===== src/rtl/muldiv_pkg.sv =====
`default_nettype none
// ============================================================================
//  Module      : muldiv_pkg
//  Description : Shared opcode constants and FSM state type for the two-port
//                multiply/divide arbiter slice.
//  Revision    : 1.0 - initial release
// ============================================================================
package muldiv_pkg;

    // Opcode encoding as seen on req_op (two bits per requester).
    // Codes 2'b10 and 2'b11 are reserved and complete with rsp_err set.
    localparam logic [1:0] OP_DIV = 2'b00;
    localparam logic [1:0] OP_MUL = 2'b01;

    // One operation in flight: accept -> compute -> hold result.
    typedef enum logic [1:0] {
        IDLE = 2'd0,
        EXEC = 2'd1,
        RESP = 2'd2
    } state_t;

endpackage : muldiv_pkg
`default_nettype wire


===== src/rtl/Multi_Divid_Comb.sv =====
`default_nettype none
// ============================================================================
//  Module      : Multi_Divid_Comb
//  Description : Purely combinational signed N-bit multiply / divide unit.
//                Divide truncates toward zero; the remainder carries the
//                dividend's sign. Divide-by-zero and reserved opcodes raise
//                o_err and force both result halves to zero.
//  Ports       : i_op [1:0]     opcode (OP_DIV / OP_MUL)
//                i_a  [N-1:0]   dividend / multiplicand (two's complement)
//                i_b  [N-1:0]   divisor / multiplier   (two's complement)
//                o_hi [N-1:0]   quotient / upper product half
//                o_lo [N-1:0]   remainder / lower product half
//                o_err          divide-by-zero or reserved opcode
//  Revision    : 1.0 - initial release
// ============================================================================
module Multi_Divid_Comb
    import muldiv_pkg::*;
#(
    parameter int N = 5
) (
    input  logic [1:0]   i_op,
    input  logic [N-1:0] i_a,
    input  logic [N-1:0] i_b,
    output logic [N-1:0] o_hi,
    output logic [N-1:0] o_lo,
    output logic         o_err
);

    // Magnitudes carry one extra bit so the most negative value has a
    // representable absolute value.
    logic           w_a_neg;
    logic           w_b_neg;
    logic [N:0]     w_a_ext;
    logic [N:0]     w_b_ext;
    logic [N:0]     w_a_mag;
    logic [N:0]     w_b_mag;
    logic [N:0]     w_q_mag;
    logic [N:0]     w_r_mag;
    logic [N-1:0]   w_quo;
    logic [N-1:0]   w_rem;
    logic [2*N-1:0] w_prod;
    logic           w_unused_bits;

    assign w_a_neg = i_a[N-1];
    assign w_b_neg = i_b[N-1];
    assign w_a_ext = {i_a[N-1], i_a};
    assign w_b_ext = {i_b[N-1], i_b};
    assign w_a_mag = w_a_neg ? (~w_a_ext + 1'b1) : w_a_ext;
    assign w_b_mag = w_b_neg ? (~w_b_ext + 1'b1) : w_b_ext;

    // Guard the zero divisor so the unsigned divider never sees it.
    assign w_q_mag = (w_b_mag == '0) ? '0 : (w_a_mag / w_b_mag);
    assign w_r_mag = (w_b_mag == '0) ? '0 : (w_a_mag % w_b_mag);

    // Sign restore: quotient negative when signs differ, remainder follows
    // the dividend. -2^(N-1) / -1 wraps back to -2^(N-1), remainder 0.
    assign w_quo = (w_a_neg ^ w_b_neg) ? (~w_q_mag[N-1:0] + 1'b1) : w_q_mag[N-1:0];
    assign w_rem = w_a_neg ? (~w_r_mag[N-1:0] + 1'b1) : w_r_mag[N-1:0];

    // Sign-extended operands multiplied modulo 2^(2N) give the exact signed
    // 2N-bit product.
    assign w_prod = {{N{i_a[N-1]}}, i_a} * {{N{i_b[N-1]}}, i_b};

    // Magnitude MSBs only matter for the wrap case and are dropped on truncation.
    assign w_unused_bits = w_q_mag[N] ^ w_r_mag[N];

    always_comb begin
        o_hi  = '0;
        o_lo  = '0;
        o_err = 1'b0;
        case (i_op)
            OP_DIV: begin
                if (i_b == '0) begin
                    o_err = 1'b1;
                end else begin
                    o_hi = w_quo;
                    o_lo = w_rem;
                end
            end
            OP_MUL: begin
                o_hi = w_prod[2*N-1:N];
                o_lo = w_prod[N-1:0];
            end
            default: begin
                o_err = 1'b1;
            end
        endcase
    end

endmodule : Multi_Divid_Comb
`default_nettype wire


===== src/rtl/muldiv_rr_arb.sv =====
`default_nettype none
// ============================================================================
//  Module      : muldiv_rr_arb
//  Description : Two-way round-robin grant selector. On a tie the favoured
//                requester wins; a lone requester always wins. The favour
//                pointer flips to the other requester each accepted grant.
//  Ports       : clk, rst_n     clock, async active-low reset
//                i_req [1:0]    request vector
//                i_accept       grant consumed this cycle (advance pointer)
//                o_any          at least one request pending
//                o_gnt_id       index of the selected requester
//  Revision    : 1.0 - initial release
// ============================================================================
module muldiv_rr_arb (
    input  logic       clk,
    input  logic       rst_n,
    input  logic [1:0] i_req,
    input  logic       i_accept,
    output logic       o_any,
    output logic       o_gnt_id
);

    // Index favoured on the next tie; 0 out of reset.
    logic r_prio;

    always_comb begin
        o_any = |i_req;
        if (i_req == 2'b11) begin
            o_gnt_id = r_prio;
        end else begin
            o_gnt_id = i_req[1];
        end
    end

    always_ff @(posedge clk or negedge rst_n) begin
        if (!rst_n) begin
            r_prio <= 1'b0;
        end else if (i_accept) begin
            r_prio <= ~o_gnt_id;
        end
    end

endmodule : muldiv_rr_arb
`default_nettype wire


===== src/rtl/muldiv_arbiter.sv =====
`default_nettype none
// ============================================================================
//  Module      : muldiv_arbiter
//  Description : Two requesters share one signed multiply/divide unit.
//                IDLE grants one requester (round-robin) and latches its
//                operands, EXEC captures the combinational result, RESP
//                holds it until the consumer takes it. Accept at cycle T
//                gives rsp_valid at T+2; issue interval is at least 3.
//  Ports       : clk, rst_n          clock, async active-low reset
//                req_valid [1:0]     per-requester request
//                req_ready [1:0]     one-cycle accept pulse (IDLE only)
//                req_op    [3:0]     opcode, requester i on [2i+1:2i]
//                req_a/req_b [2N-1:0] operands, requester i on [iN+N-1:iN]
//                rsp_valid/rsp_ready result handshake
//                rsp_id              owner of the result
//                rsp_hi/rsp_lo [N-1:0] quotient/remainder or product halves
//                rsp_err             divide-by-zero or reserved opcode
//                stat_ops/stat_errs [15:0] saturating completion counters,
//                                    present only with MULDIV_ARB_STATS_EN
//  Revision    : 1.0 - initial release
// ============================================================================
module muldiv_arbiter
    import muldiv_pkg::*;
#(
    parameter int N = 5
) (
    input  logic           clk,
    input  logic           rst_n,
    input  logic [1:0]     req_valid,
    output logic [1:0]     req_ready,
    input  logic [3:0]     req_op,
    input  logic [2*N-1:0] req_a,
    input  logic [2*N-1:0] req_b,
    output logic           rsp_valid,
    input  logic           rsp_ready,
    output logic           rsp_id,
    output logic [N-1:0]   rsp_hi,
    output logic [N-1:0]   rsp_lo,
    output logic           rsp_err
`ifdef MULDIV_ARB_STATS_EN
    ,
    output logic [15:0]    stat_ops,
    output logic [15:0]    stat_errs
`endif
);

    localparam logic [15:0] c_stat_max = 16'hFFFF;

    state_t       r_state;
    state_t       w_state_nxt;

    logic         w_any;
    logic         w_gnt_id;
    logic         w_accept;
    logic [1:0]   w_ready;
    logic         w_rsp_hs;

    logic [1:0]   r_op;
    logic [N-1:0] r_a;
    logic [N-1:0] r_b;
    logic         r_id;
    logic [N-1:0] r_hi;
    logic [N-1:0] r_lo;
    logic         r_err;

    logic [N-1:0] w_hi;
    logic [N-1:0] w_lo;
    logic         w_err;

    // ------------------------------------------------------------------
    // Arbitration and datapath
    // ------------------------------------------------------------------
    muldiv_rr_arb u_rr_arb (
        .clk      (clk),
        .rst_n    (rst_n),
        .i_req    (req_valid),
        .i_accept (w_accept),
        .o_any    (w_any),
        .o_gnt_id (w_gnt_id)
    );

    // Only registered operands reach the unit, so requester lanes are never
    // observed outside the accept cycle.
    Multi_Divid_Comb #(
        .N (N)
    ) u_muldiv (
        .i_op  (r_op),
        .i_a   (r_a),
        .i_b   (r_b),
        .o_hi  (w_hi),
        .o_lo  (w_lo),
        .o_err (w_err)
    );

    // ------------------------------------------------------------------
    // FSM
    // ------------------------------------------------------------------
    always_ff @(posedge clk or negedge rst_n) begin
        if (!rst_n) begin
            r_state <= IDLE;
        end else begin
            r_state <= w_state_nxt;
        end
    end

    always_comb begin
        w_state_nxt = r_state;
        w_accept    = 1'b0;
        w_ready     = 2'b00;
        case (r_state)
            IDLE: begin
                if (w_any) begin
                    w_accept    = 1'b1;
                    w_ready     = w_gnt_id ? 2'b10 : 2'b01;
                    w_state_nxt = EXEC;
                end
            end
            EXEC: begin
                w_state_nxt = RESP;
            end
            RESP: begin
                if (rsp_ready) begin
                    w_state_nxt = IDLE;
                end
            end
            default: begin
                w_state_nxt = IDLE;
            end
        endcase
    end

    // The accept pulse is combinational in IDLE; masking with rst_n keeps it
    // low while reset is held even if requesters are already asserting.
    assign req_ready = w_ready & {2{rst_n}};
    assign w_rsp_hs  = (r_state == RESP) && rsp_ready;

    // ------------------------------------------------------------------
    // Operand capture (accept cycle only) and result capture (EXEC)
    // ------------------------------------------------------------------
    always_ff @(posedge clk or negedge rst_n) begin
        if (!rst_n) begin
            r_op <= OP_DIV;
            r_a  <= '0;
            r_b  <= '0;
            r_id <= 1'b0;
        end else if (w_accept) begin
            r_op <= req_op[2*w_gnt_id +: 2];
            r_a  <= req_a[N*w_gnt_id +: N];
            r_b  <= req_b[N*w_gnt_id +: N];
            r_id <= w_gnt_id;
        end
    end

    always_ff @(posedge clk or negedge rst_n) begin
        if (!rst_n) begin
            r_hi  <= '0;
            r_lo  <= '0;
            r_err <= 1'b0;
        end else if (r_state == EXEC) begin
            r_hi  <= w_hi;
            r_lo  <= w_lo;
            r_err <= w_err;
        end
    end

    assign rsp_valid = (r_state == RESP);
    assign rsp_id    = r_id;
    assign rsp_hi    = r_hi;
    assign rsp_lo    = r_lo;
    assign rsp_err   = r_err;

`ifdef MULDIV_ARB_STATS_EN
    // ------------------------------------------------------------------
    // Completion statistics, saturating at all-ones
    // ------------------------------------------------------------------
    logic [15:0] r_stat_ops;
    logic [15:0] r_stat_errs;

    always_ff @(posedge clk or negedge rst_n) begin
        if (!rst_n) begin
            r_stat_ops  <= '0;
            r_stat_errs <= '0;
        end else if (w_rsp_hs) begin
            if (r_stat_ops != c_stat_max) begin
                r_stat_ops <= r_stat_ops + 16'd1;
            end
            if (r_err && (r_stat_errs != c_stat_max)) begin
                r_stat_errs <= r_stat_errs + 16'd1;
            end
        end
    end

    assign stat_ops  = r_stat_ops;
    assign stat_errs = r_stat_errs;
`else
    // Handshake and ceiling are only consumed by the statistics counters.
    logic w_unused_stats;
    assign w_unused_stats = w_rsp_hs ^ (^c_stat_max);
`endif

endmodule : muldiv_arbiter
`default_nettype wire


===== config.mk =====
export PLATFORM = sky130hd
export DESIGN_NAME = muldiv_arbiter
export DESIGN_NICKNAME = d
export VERILOG_FILES = /design/src/rtl/muldiv_pkg.sv /design/src/rtl/Multi_Divid_Comb.sv /design/src/rtl/muldiv_rr_arb.sv /design/src/rtl/muldiv_arbiter.sv
export SDC_FILE = /design/constraint.sdc
export NUM_CORES = 1
export LEC_CHECK = 0
export CORE_ASPECT_RATIO = 0.7
export CORE_UTILIZATION = 55
export DETAILED_ROUTE_END_ITERATION = 8
export GPL_TIMING_DRIVEN = 0
export PLACE_DENSITY = 0.76
export SLEW_MARGIN = 20
export SYNTH_ARGS = -nofsm -noshare
export SYNTH_HDL_FRONTEND = slang
export SYNTH_SLANG_ARGS = --single-unit

===== constraint.sdc =====
create_clock -name clk -period 9.4 [get_ports clk]
set_clock_uncertainty 0.05 [all_clocks]
set_input_delay 1.88 -clock clk [delete_from_list [all_inputs] [get_ports clk]]
set_output_delay 1.88 -clock clk [all_outputs]
set_load 0.01 [all_outputs]

-- After elaboration in Yosys (flattened, before gate mapping)
Index checks and enable logic that the tools add are counted.
- register bits after elaboration: 27
- output and inout port bits: 15
- word-level logic and storage cells: 60
- muxes and demuxes: 21
- equality and inequality tests: 6
- add/sub/neg operators: 4
- bitwise operators: 7
- multipliers: 2
- shift operators: 3
- divide/modulo/power cells: 2
- reductions and logical operators: 6
- operators by type and width (cell ; number):
    5-bit two-way mux ; 6
    5-bit one-hot mux with 2 select lines ; 2
    10-bit by 5-bit variable part select with 5-bit output ; 2
    6-bit by 1-bit adder with 6-bit output (second input constant) ; 2
    6-bit two-way mux ; 2
    6-bit NOT ; 2
    5-bit by 1-bit adder with 5-bit output (second input constant) ; 2
    5-bit by 5-bit multiplier with 10-bit output ; 1
    2-bit two-way mux ; 5
    5-bit NOT ; 2
    6-bit by 6-bit divider with 6-bit output ; 1
    6-bit logical NOT ; 1
    6-bit by 6-bit modulo with 6-bit output ; 1
    2-bit one-hot mux with 3 select lines ; 1
    5-bit logical NOT ; 1
    2-bit by 1-bit == test with 1-bit output (second input constant) ; 2
    2-bit == test (second input constant) ; 2
    2-bit logical NOT ; 2
    3-bit by 1-bit multiplier with 4-bit output (first input constant) ; 1
    1-bit two-way mux ; 4
    2-bit by 1-bit != test with 1-bit output (second input constant) ; 2
    4-bit by 3-bit variable part select with 2-bit output ; 1
    2-bit bitwise AND ; 1
    1-bit one-hot mux with 2 select lines ; 1
    4 further kinds ; 4

-- Depth between registers and ports, before layout
- depth in word-level cells: 10
- depth in mapped cells: 43

-- By module
From an unflattened synthesis, not the netlist that was laid out.
- cells, all modules: 419
- area, all modules: 3901.2 µm²
- by module, submodules not included (module ; sequential area each (µm²) ; cells each ; area an instance (µm²) ; instances):
    Multi_Divid_Comb ; 0.0 ; 339 ; 2665.1 ; 1
    muldiv_arbiter ; 650.6 ; 74 ; 1173.6 ; 1
    muldiv_rr_arb ; 25.0 ; 6 ; 62.6 ; 1

-- Worst setup path before layout
OpenSTA, ideal clock, no wires.
- kind: reg2reg
- start: register r_b[0]
- end: register r_lo[1] (netlist: rsp_lo[1])
- path buffers: 2
- slack: 1.446 ns
- setup time: 0.126 ns
- arrival: 7.778 ns
- stages on the path, launching flop included: 41
- cells stage by stage: dfrtp_1 > buf_6 > inv_1 > ha_1 > nand2_1 > a21boi_1 > ha_1 > o21ai_0 > o22ai_1 > inv_1 > ha_1 > o211ai_1 > nand3b_1 > a21oi_1 > nor2_1 > ha_1 > or3_4 > a211o_1 > [... 5 more ...] > nor3_1 > a211oi_2 > a21oi_1 > o311ai_4 > and2_1 > ha_1 > and3_1 > a31o_1 > o31a_1 > buf_2 > and2_1 > inv_2 > a2bb2oi_2 > ha_1 > nand2_1 > o21ai_1 > a221oi_1 > nor2_1
- longest elaborated chain between the ends: 10
- elaborated cells on any way between the ends: 13
- those cells by class: add/sub: 2; mul: 1; div: 1; mux: 5; bitwise: 2; reduce/logical: 2
- ends and longest elaborated chain (what ; RTL line ; text):
    start: declaration ; muldiv_arbiter.sv:60 ; logic [N-1:0] r_b;
    start signal: assignment ; muldiv_arbiter.sv:149 ; r_b <= req_b[N*w_gnt_id +: N];
    6-bit NOT ; Multi_Divid_Comb.sv:49 ; assign w_b_mag = w_b_neg ? (~w_b_ext + 1'b1) : w_b_ext;
    6-bit by 1-bit adder with 6-bit output ; Multi_Divid_Comb.sv:49 ;
    6-bit two-way mux ; Multi_Divid_Comb.sv:49 ;
    6-bit by 6-bit modulo with 6-bit output / 6-bit logical NOT (equally long branches) ; Multi_Divid_Comb.sv:53 ; assign w_r_mag = (w_b_mag == '0) ? '0 : (w_a_mag % w_b_mag);
    5-bit two-way mux ; Multi_Divid_Comb.sv:53 ;
    5-bit NOT ; Multi_Divid_Comb.sv:58 ; assign w_rem = w_a_neg ? (~w_r_mag[N-1:0] + 1'b1) : w_r_mag[N-1:0];
    5-bit by 1-bit adder with 5-bit output ; Multi_Divid_Comb.sv:58 ;
    5-bit two-way mux ; Multi_Divid_Comb.sv:58 ;
    5-bit two-way mux ; Multi_Divid_Comb.sv:73 ; if (i_b == '0) begin
    5-bit one-hot mux with 2 select lines (*) ; Multi_Divid_Comb.sv:71 ; case (i_op)
    end signal: assignment ; muldiv_arbiter.sv:161 ; r_lo <= w_lo;
    end: declaration ; muldiv_arbiter.sv:63 ; logic [N-1:0] r_lo;
Mark *: on every way between the ends. The rest lies on a longest branch, timed or not.
A chain may end at the register's enable or synchronous reset.

-- Worst setup path after layout
- start: register r_b[0]
- end: register r_hi[4] (netlist: rsp_hi[4])
- longest elaborated chain between the ends: 10
- elaborated cells on any way between the ends: 13
- those cells by class: add/sub: 2; mul: 1; div: 1; mux: 5; bitwise: 2; reduce/logical: 2
- ends and longest elaborated chain (what ; RTL line ; text):
    6-bit NOT ; Multi_Divid_Comb.sv:49 ;
    6-bit by 1-bit adder with 6-bit output ; Multi_Divid_Comb.sv:49 ;
    6-bit two-way mux ; Multi_Divid_Comb.sv:49 ;
    6-bit by 6-bit divider with 6-bit output / 6-bit logical NOT (equally long branches) ; Multi_Divid_Comb.sv:52 ; assign w_q_mag = (w_b_mag == '0) ? '0 : (w_a_mag / w_b_mag);
    5-bit two-way mux ; Multi_Divid_Comb.sv:52 ;
    5-bit NOT ; Multi_Divid_Comb.sv:57 ; assign w_quo = (w_a_neg ^ w_b_neg) ? (~w_q_mag[N-1:0] + 1'b1) : w_q_mag[N-1:0];
    5-bit by 1-bit adder with 5-bit output ; Multi_Divid_Comb.sv:57 ;
    5-bit two-way mux ; Multi_Divid_Comb.sv:57 ;
    5-bit two-way mux ; Multi_Divid_Comb.sv:73 ;
    5-bit one-hot mux with 2 select lines (*) ; Multi_Divid_Comb.sv:71 ;
    end signal: assignment ; muldiv_arbiter.sv:160 ; r_hi <= w_hi;
    end: declaration ; muldiv_arbiter.sv:62 ; logic [N-1:0] r_hi;
Marked as above.

==> metrics.txt <==
CTS Buf Count 3; GR Util All Layers 0.272; final setup TNS 0 ps; FF-to-FF setup slack 430 ps; Final setup viols 0; starting density of the core 0.583; Clock transition at path regs 100 ps; crit path DAT about 9100 ps; DRC errors left 0; peak per-stage delay on the critical path around 460 ps; Row Count 24; post-synthesis mux area share 0.0368; Syn Std Cell Area between 0.003 and 0.004 sq mm; Worst path slowest cell dfrtp_2; share of cells above drive strength 1 0.0998; Synthesized Nets around 530; # nets final 573; EDFF count, synth 0; Placeable Area 0.00637 sq mm; Vias/cell approximately 5.8; Area Growth Syn to Fin 17.3%; clk root buf clkbuf_8; Die W 100 microns; Critical R2R Launch r_b[0]$_DFFE_PN0P_; 1st-iter DRT viols 190; placed instance area around 0.0042 sq mm; diodes inserted 0; Routed Wire Length 9.22 mm; Finished Cell Area 0.00435 sq mm; HPWL Detailed approximately 7.5 mm; FMAX ~0.11 GHz; hold crit path type reg -> reg; simple-gate share of the synthesized area 0.196; Hold WS roughly 450 ps; worst setup path start r_b[0]$_DFFE_PN0P_; remaining antenna violation count 0; Max Cap Viol 0; status completed; CP bufs+invs 7; total setup buffers inserted after CTS 0; CTS hold repair buffers 0; pin count of the biggest net entering global routing 30; final hold viol count 0; crit path kind reg -> reg; Compound-Gate Fraction of Synth Area 0.219; Post-synth top cells ha_1 (44), inv_1 (44), nor2_1 (41); Synth warnings 0; Yosys cell types 74; number of global-route vias before repair 3153; cell mode on critical path ha_1; grt total ovfl 0; ys async rst share 1.00; post-synth top area cell dfrtp_1; register area share after synthesis 0.182; clk_lat worst skew about 280 ps; post-synth top area share 0.182; Pins Over Slew Limit 0; DR WL/cell ~16 microns; DR vias between 3000 and 4000; number of synthesized register bits 27; port bufs 43; period utilisation layout 0.954; Worst setup SP type register; Bufs on Longest Clock Path 2; RR Endpoint rsp_hi[4]$_DFFE_PN0N_; XOR/XNOR Fraction of Synth Area 0.0543; CTS H-tree depth 1; cell count along the critical path between 40 and 50; die area 0.00708 sq mm; Reg2Reg Depth just over 40; first-pass GRT wire length approximately 15 mm; Worst Path Required between 9000 and 10000 ps; initial antenna violation count 0; CTS tree yes; RSZ-0062 raised after global routing no; Syn Area/Cell between 8 and 9 sq um; clock sink count 27; CP endpoint kind register; pin slew with the least headroom to its limit around 780 ps; Synth Instances between 400 and 500; Post-Synth Adder-Cell Area 0.246; CP max FO 9; largest cells by area after synthesis dfrtp_1 (18%), ha_1 (15%), fa_1 (9.7%); drt first pass iters 5; end of the critical path rsp_hi[4]$_DFFE_PN0N_; I/O Pins 44; Final min period about 9000 ps; die height a little over 70 microns; largest family of logic cells by synthesized area adder cells; Top delay family on crit path compound AO/OA/AOI/OAI gates; Relative slew margins 0.476; Post-synth top flop dfrtp_1; Placer Congestion a little over 0.9
==> sequential cells by signal, indices dropped and copies added, names as in the netlist <==
signal,flops
rsp_err,1
r_op,2
r_a,5
rsp_hi,5
rsp_id,1
u_rr_arb.r_prio,1
r_b,5
r_state,2
rsp_lo,5
==> per-layer routing <==
layer / vias up / routed length (microns) / part of all wire / GRT usage
met5: - / 0 / 0 / 0
met1: 1530 / 4410 / 0.48 / 0.395
met3: 14 / 739 / 0.080 / 0.0573
met4: 0 / 113 / 0.012 / 0.0596
met2: 144 / 3960 / 0.43 / 0.419
li1: 1621 / - / - / -
==> repair_timing <==
action                     4_1_cts  5_1_grt
cloned                           0        0
setup endpoints to repair        2        7
pin swaps                        0        1
gates resized for setup          1       10
==> cells by family (layout without fill, tap and decap cells) <==
family,count (synthesis),after routing
and+or+nand+nor,140,140
AOI/OAI and AO/OA,109,109
xor gates and xnor gates,23,23
other,2,2
adders and majority gates,62,62
DFF,27,27
buffers and inverters,59,106
muxes,12,12
==> area by class of cell <==
cell class / count / area (sq um)
clock inverters: 1 / 5.00
well taps: 91 / 114
clock buffers: 3 / 41.3
fillers: 521 / 2020
plain buffers: 12 / 60.1
repair buffers: 43 / 425
inverters: 47 / 176
multi-input cells: 348 / 2850
flip-flops and latches: 27 / 677
==> stage by stage <==
| stage | setup slack [ps] | utilization | cells |
|---|---|---|---|
| 5_1_grt | 21.9 | 0.683 | 572 |
| 3_5_place_dp | 23.0 | 0.667 | 568 |
| 6_report | 429 | 0.683 | 572 |
| 2_1_floorplan | 1450 | - | 434 |
| 3_3_place_gp | 205 | 0.668 | 568 |
| 4_1_cts | 239 | 0.675 | 572 |
==> layout by cell type, fill, tap and decap left out, drive strengths merged, types with 2 or more instances in the layout <==
master         synthesis  layout
nand2                 39      39
or2                    3       3
nor3b                  3       3
nand3                  5       5
conb                   2       2
o31ai                  3       3
a32oi                  2       2
ha                    44      44
a31oi                  2       2
o21ai                 29      29
dfrtp                 27      27
fa                    18      18
and2                  14      14
o22ai                  2       2
nand2b                 6       6
nor3                   5       5
xnor2                 20      20
o21a                   6       6
nor2                  41      41
o211ai                 2       2
or4                    2       2
inv                   47      47
and3                   6       6
a21oi                 21      21
buf                    5       6
a22oi                  8       8
a221oi                 7       7
a211oi                 3       3
xor2                   3       3
a21o                   9       9
clkbuf                 7      10
nand4                  2       2
nor4b                  3       3
clkdlybuf4s50          0      42
mux2i                  9       9
nor2b                  3       3
mux2                   3       3
a211o                  2       2
o31a                   2       2
or3                    4       4
==> how the worst min path moves through the flow <==
stage / start / end / slack (ps) / cells after the start
after floorplan: u_rr_arb.r_prio$_DFFE_PN0P_ / u_rr_arb.r_prio$_DFFE_PN0P_ / 420 / 2
after global placement: rsp_id$_DFFE_PN0P_ / rsp_id$_DFFE_PN0P_ / 410 / 1
after detailed placement: rsp_id$_DFFE_PN0P_ / rsp_id$_DFFE_PN0P_ / 420 / 1
after CTS: rsp_id$_DFFE_PN0P_ / rsp_id$_DFFE_PN0P_ / 450 / 1
after global routing: rsp_id$_DFFE_PN0P_ / rsp_id$_DFFE_PN0P_ / 470 / 1
final: rsp_id$_DFFE_PN0P_ / rsp_id$_DFFE_PN0P_ / 450 / 1
==> worst register-to-register path, delay by kind of cell, from the launching register on <==
kind | cells | cell delay, ps
AOI/OAI and AO/OA | 16 | 3350
adders and majority gates | 7 | 2070
buffers and inverters | 7 | 850
DFF | 1 | 460
muxes | 1 | 220
and+or+nand+nor | 10 | 1870
Power is not shown: default switching activity piles up to over one toggle a cycle in this logic, so the estimate is an artifact.
==> RTL edit 1: new RTL, same flow settings <==
The option `MULDIV_ARB_STATS_EN` is turned on by a define.
--- a/src/rtl/muldiv_arbiter.sv
+++ b/src/rtl/muldiv_arbiter.sv
@@ -19,6 +19,8 @@
 //                                    present only with MULDIV_ARB_STATS_EN
 //  Revision    : 1.0 - initial release
 // ============================================================================
+`define MULDIV_ARB_STATS_EN
+
 module muldiv_arbiter
     import muldiv_pkg::*;
 #(
Formal check against the unedited RTL (old outputs only; new: stat_errs and stat_ops): equivalent (equiv_simple and equiv_induct, registers matched by name and starting in step).
==> RTL edit 1 against the unedited design <==
Area after synthesis is 34% higher. Wire length is 32% higher. Setup slack better by 0.18 ns. Sequential share of layout area is 8.0 points higher. Final area is 44% higher. Via count is 34% higher. Sequential cell count is 32 higher. Die area is 33% higher. Critical endpoint is now rsp_lo[2]$_DFFE_PN0N_.
Power is not shown: default switching activity piles up to over one toggle a cycle in this logic, so the estimate is an artifact.
==> RTL edit 1: results (changes against the unedited design) <==
stage	metric	value	unit	change
critical_path	critPathSlowestCell	dfrtp_2		
critical_path	slowest_delay	0.53	ns	+0.07 ns
grt	grt.total_usage	0.2813		+0.009181
yosys	synthDistinctLibCells	61		-18%
placed_design	place_inst	745		+31%
detailed_routing	via_count	4438		+34%
yosys	ys_top_cells_by_area	dfrtp_1, ha_1, fa_1, xnor2_1, inv_1		
yosys	async_flop_share	1.000		unchanged
placed_design	dp_hpwl	9514	µm	+26%
clocking	cts-root-buf	clkbuf_16		
timing	tightest_slew	0.9390	ns	+0.1582 ns
detailed_routing	initialDrtViolationCount	427		+120%
grt	grt_max_degree	58		+93%
placed_design	dp_slack	-0.2317	ns	-0.2548 ns
finish	drive_gt1_frac	0.06552		-0.03427
grt	antenna_found_initial	0		unchanged
clocking	cts_setup_buffers	0		unchanged
clocking	cts_buffers	9		+6
critical_path	crit_arrival	8.94	ns	-0.14 ns
yosys	synth_area_per_cell	9.075	µm²	+6.2%
outcome	status	completed		
yosys	seq_area_frac_synth	0.2963		+0.1141
placed_design	io_buffer_count	75		+74%
yosys	synthTopCellsByCount	dfrtp_1, inv_1, ha_1		
yosys	syn_nets	642		+22%
critical_path	crit_fanout	12		+3
detailed_routing	post_drt_wl_per_cell	16.03	µm	-0.48%
finish	n_antenna_cell	0		unchanged
grt	grt_pass1_wl	20500	µm	+36%
finish	nets	729		+27%
placed_design	placed_area	5908	µm²	+39%
hold_path	hp-class	register to register		
placed_design	routabilityCongestion	0.9517		+2.2%
detailed_routing	dr.pass1.iters	5		unchanged
clocking	clock_path_buffers	2		unchanged
clocking	clkSlewWorstSetupHoldPaths	0.05	ns	-0.05 ns
yosys	yosysWarningCount	0		unchanged
clocking	cts_max_level	3		+2
clocking	clk_latency	0.32	ns	+0.04 ns
grt	grt_pass1_vias	4251		+35%
finish	final_cells	761		+33%
[RTL edit 1: cell types whose count changed after synthesis, sizes merged, moves of 8 or more]
cell,change
dfrtp,+32
xnor2,+18
nand3,+15
a222oi,+12
o21ai,-12
xor2,+12
inv,+11
nand4,+9
mux2i,-8
[RTL edit 1: layout make-up]
type | count | area [µm²]
repair buffers | 76 | 775.7
flip-flops and latches | 59 | 1478
plain buffers | 14 | 57.56
fillers | 679 | 2347
multi-input cells | 418 | 3263
inverters | 58 | 217.7
clock inverters | 4 | 72.57
clock buffers | 12 | 256.5
well taps | 120 | 150.1
[RTL edit 1: worst paths after layout]
| path | from | to | slack [ns] | depth (start not counted) |
|---|---|---|---|---|
| setup / recovery | r_b[0]$_DFFE_PN0P_ | rsp_lo[2]$_DFFE_PN0N_ | 0.61 | 36 |
| hold / removal | u_rr_arb.r_prio$_DFFE_PN0P_ | u_rr_arb.r_prio$_DFFE_PN0P_ | 0.43 | 1 |
| setup reg to reg | r_b[0]$_DFFE_PN0P_ | rsp_lo[2]$_DFFE_PN0N_ | 0.61 | 36 |
| hold reg to reg | u_rr_arb.r_prio$_DFFE_PN0P_ | u_rr_arb.r_prio$_DFFE_PN0P_ | 0.43 | 1 |
| max in group asynchronous | rst_n | r_b[0]$_DFFE_PN0P_ | 7.51 | 2 |
| min in group asynchronous | rst_n | stat_errs[14]$_DFFE_PN0P_ | 1.31 | 1 |
[RTL edit 1: cell families (layout without fill, tap and decap cells)]
family                   after synthesis  count (layout)  share of synthesized area
multiplexers                           7               7                    0.01557
other                                  2               2                   0.001507
buffers and inverters                 72             164                    0.05525
flip-flops                            59              59                     0.2963
AND/OR/NAND/NOR                      177             177                     0.1811
AO/OA/AOI/OAI                        115             115                     0.1693
adder cells (fa/ha/maj)               64              64                     0.1878
XOR/XNOR                              53              53                    0.09317
[RTL edit 1: metal layers]
metal | wire, µm | share of wire | GRT usage | vias to the layer above
met5 | 0 | 0 | 0 | -
met4 | 113 | 0.0093 | 0.07179 | 0
met3 | 813 | 0.067 | 0.05535 | 12
met2 | 5317 | 0.44 | 0.4256 | 177
met1 | 5956 | 0.49 | 0.4117 | 2120
li1 | - | - | - | 2129
[RTL edit 1: critical path, delay by kind of cell (launching register included)]
| kind | cells | cell delay, ns |
|---|---|---|
| simple gates | 8 | 1.52 |
| compound gates | 16 | 3.44 |
| mux | 1 | 0.42 |
| flops | 1 | 0.53 |
| buf+inv | 4 | 0.52 |
| fa+ha+maj | 7 | 2.19 |
[RTL edit 1: timing repair]
item | in CTS | in global routing
pin swaps | 0 | 1
endpoints found under the setup margin | 4 | 7
resized for setup | 2 | 5
==> RTL edit 2: new RTL, same settings <==
Without the edit above. The 3 states of `state_t` get a one-hot encoding in 3 bits.
--- a/src/rtl/muldiv_pkg.sv
+++ b/src/rtl/muldiv_pkg.sv
@@ -13,10 +13,10 @@
     localparam logic [1:0] OP_MUL = 2'b01;
 
     // One operation in flight: accept -> compute -> hold result.
-    typedef enum logic [1:0] {
-        IDLE = 2'd0,
-        EXEC = 2'd1,
-        RESP = 2'd2
+    typedef enum logic [2:0] {
+        IDLE = 3'b001,
+        EXEC = 3'b010,
+        RESP = 3'b100
     } state_t;
 
 endpackage : muldiv_pkg
Formal check against the unedited RTL: no difference found for any inputs over 4 cycles, from zero or initial values and one cycle with rst_n low; so few cycles prove little.
==> RTL edit 2 against the unedited design <==
Wire length rose by 11%. Area after synthesis rose by 1.6%. Final area rose by 1.5%. Sequential cell count rose by 1. Setup slack improved by 0.057 ns. Count of clock-buffer cells in the layout did not move. Sequential share of layout area rose by 0.34 points. Core utilization rose by 0.37 points.
Power is left out: the tool's default activity adds up to more than one toggle a clock period on the data nets, which glitch-free logic cannot reach.
==> RTL edit 2: results (changes against the unedited design) <==
stage	metric	value	unit	change
outcome	status	completed		
grt	grt_pass1_wl	16910	µm	+12%
finish	n_all_buffers	60		+9.1%
finish	multi_input_cells	344		-1.1%
detailed_routing	wl_met3	654	µm	-12%
yosys	ys_top_cells_by_area	dfrtp_1, ha_1, fa_1, inv_1, nand2_1		
yosys	synth-compound-area-share	0.2712		+0.05195
floorplanning	die_w	100.9	µm	+0.79%
grt	grt.total_usage	0.3045		+0.03236
detailed_routing	drt-vias-per-instance	6.046		+4.5%
detailed_routing	drt-total-wl	10190	µm	+11%
finish	clockBufferCount	3		unchanged
timing	tightest_slew	0.9471	ns	+0.1662 ns
finish	multi_input_area_share	0.6355		-0.01986
placed_design	routabilityCongestion	0.9225		-0.90%
critical_path	crit_arrival	9.03	ns	-0.05 ns
finish	seq_cell_count	28		+3.7%
grt	grt_max_degree	31		+3.3%
placed_design	placed_area	4308	µm²	+1.4%
finish	inv_count	56		+19%
critical_path	slowest_delay	0.51	ns	+0.05 ns
yosys	synth_xor_area_frac	0.04880		-0.005514
finish	drive_gt1_frac	0.07520		-0.02459
finish	clk_share	0.01616		+0.005512
yosys	netlist_instances	444		+2.3%
critical_path	critPathSlowestCell	dfrtp_1		
placed_design	place_inst	578		+1.8%
yosys	seq_area_frac_synth	0.1863		+0.004069
yosys	synthTopCellsByCount	inv_1, ha_1, nand2_1		
finish	seq_share	0.1590		+0.003375
grt	grt_use_met3	0.06146		+0.004151
placed_design	dp_hpwl	8092	µm	+7.5%
yosys	syn_nets	535		+1.9%
grt	grt_pass1_vias	3319		+5.3%
detailed_routing	wl_met1	4932	µm	+12%
finish	nFillCells	574		+10%
grt	use_met1	0.4638		+0.06828
yosys	yosys.area_share.adder	0.2417		-0.003914
detailed_routing	initialDrtViolationCount	319		+68%
finish	nonClkBufAreaFrac	0.1159		+0.004307
detailed_routing	via_count	3525		+6.5%
yosys	muxShareOfSynthArea	0.008300		-0.02847
yosys	synthDistinctLibCells	71		-4.1%
[RTL edit 2: path summary, 6_finish.rpt]
path | from | to | slack (ns) | cells after the start
max in group asynchronous | rst_n | rsp_id$_DFFE_PN0P_ | 7.31 | 1
max | r_b[0]$_DFFE_PN0P_ | rsp_lo[2]$_DFFE_PN0P_ | 0.49 | 37
min reg2reg | rsp_id$_DFFE_PN0P_ | rsp_id$_DFFE_PN0P_ | 0.43 | 1
min | rsp_id$_DFFE_PN0P_ | rsp_id$_DFFE_PN0P_ | 0.43 | 1
max reg2reg | r_b[0]$_DFFE_PN0P_ | rsp_lo[2]$_DFFE_PN0P_ | 0.49 | 37
min in group asynchronous | rst_n | r_state[2]$_DFFE_PN0P_ | 1.56 | 1
[RTL edit 2: what timing repair did]
item / in CTS / in global routing
hold buffers: 0 / 0
setup buffers: 0 / 1
hold endpoints to repair: 0 / 0
resized for setup: 0 / 6
setup endpoints to repair: 0 / 7
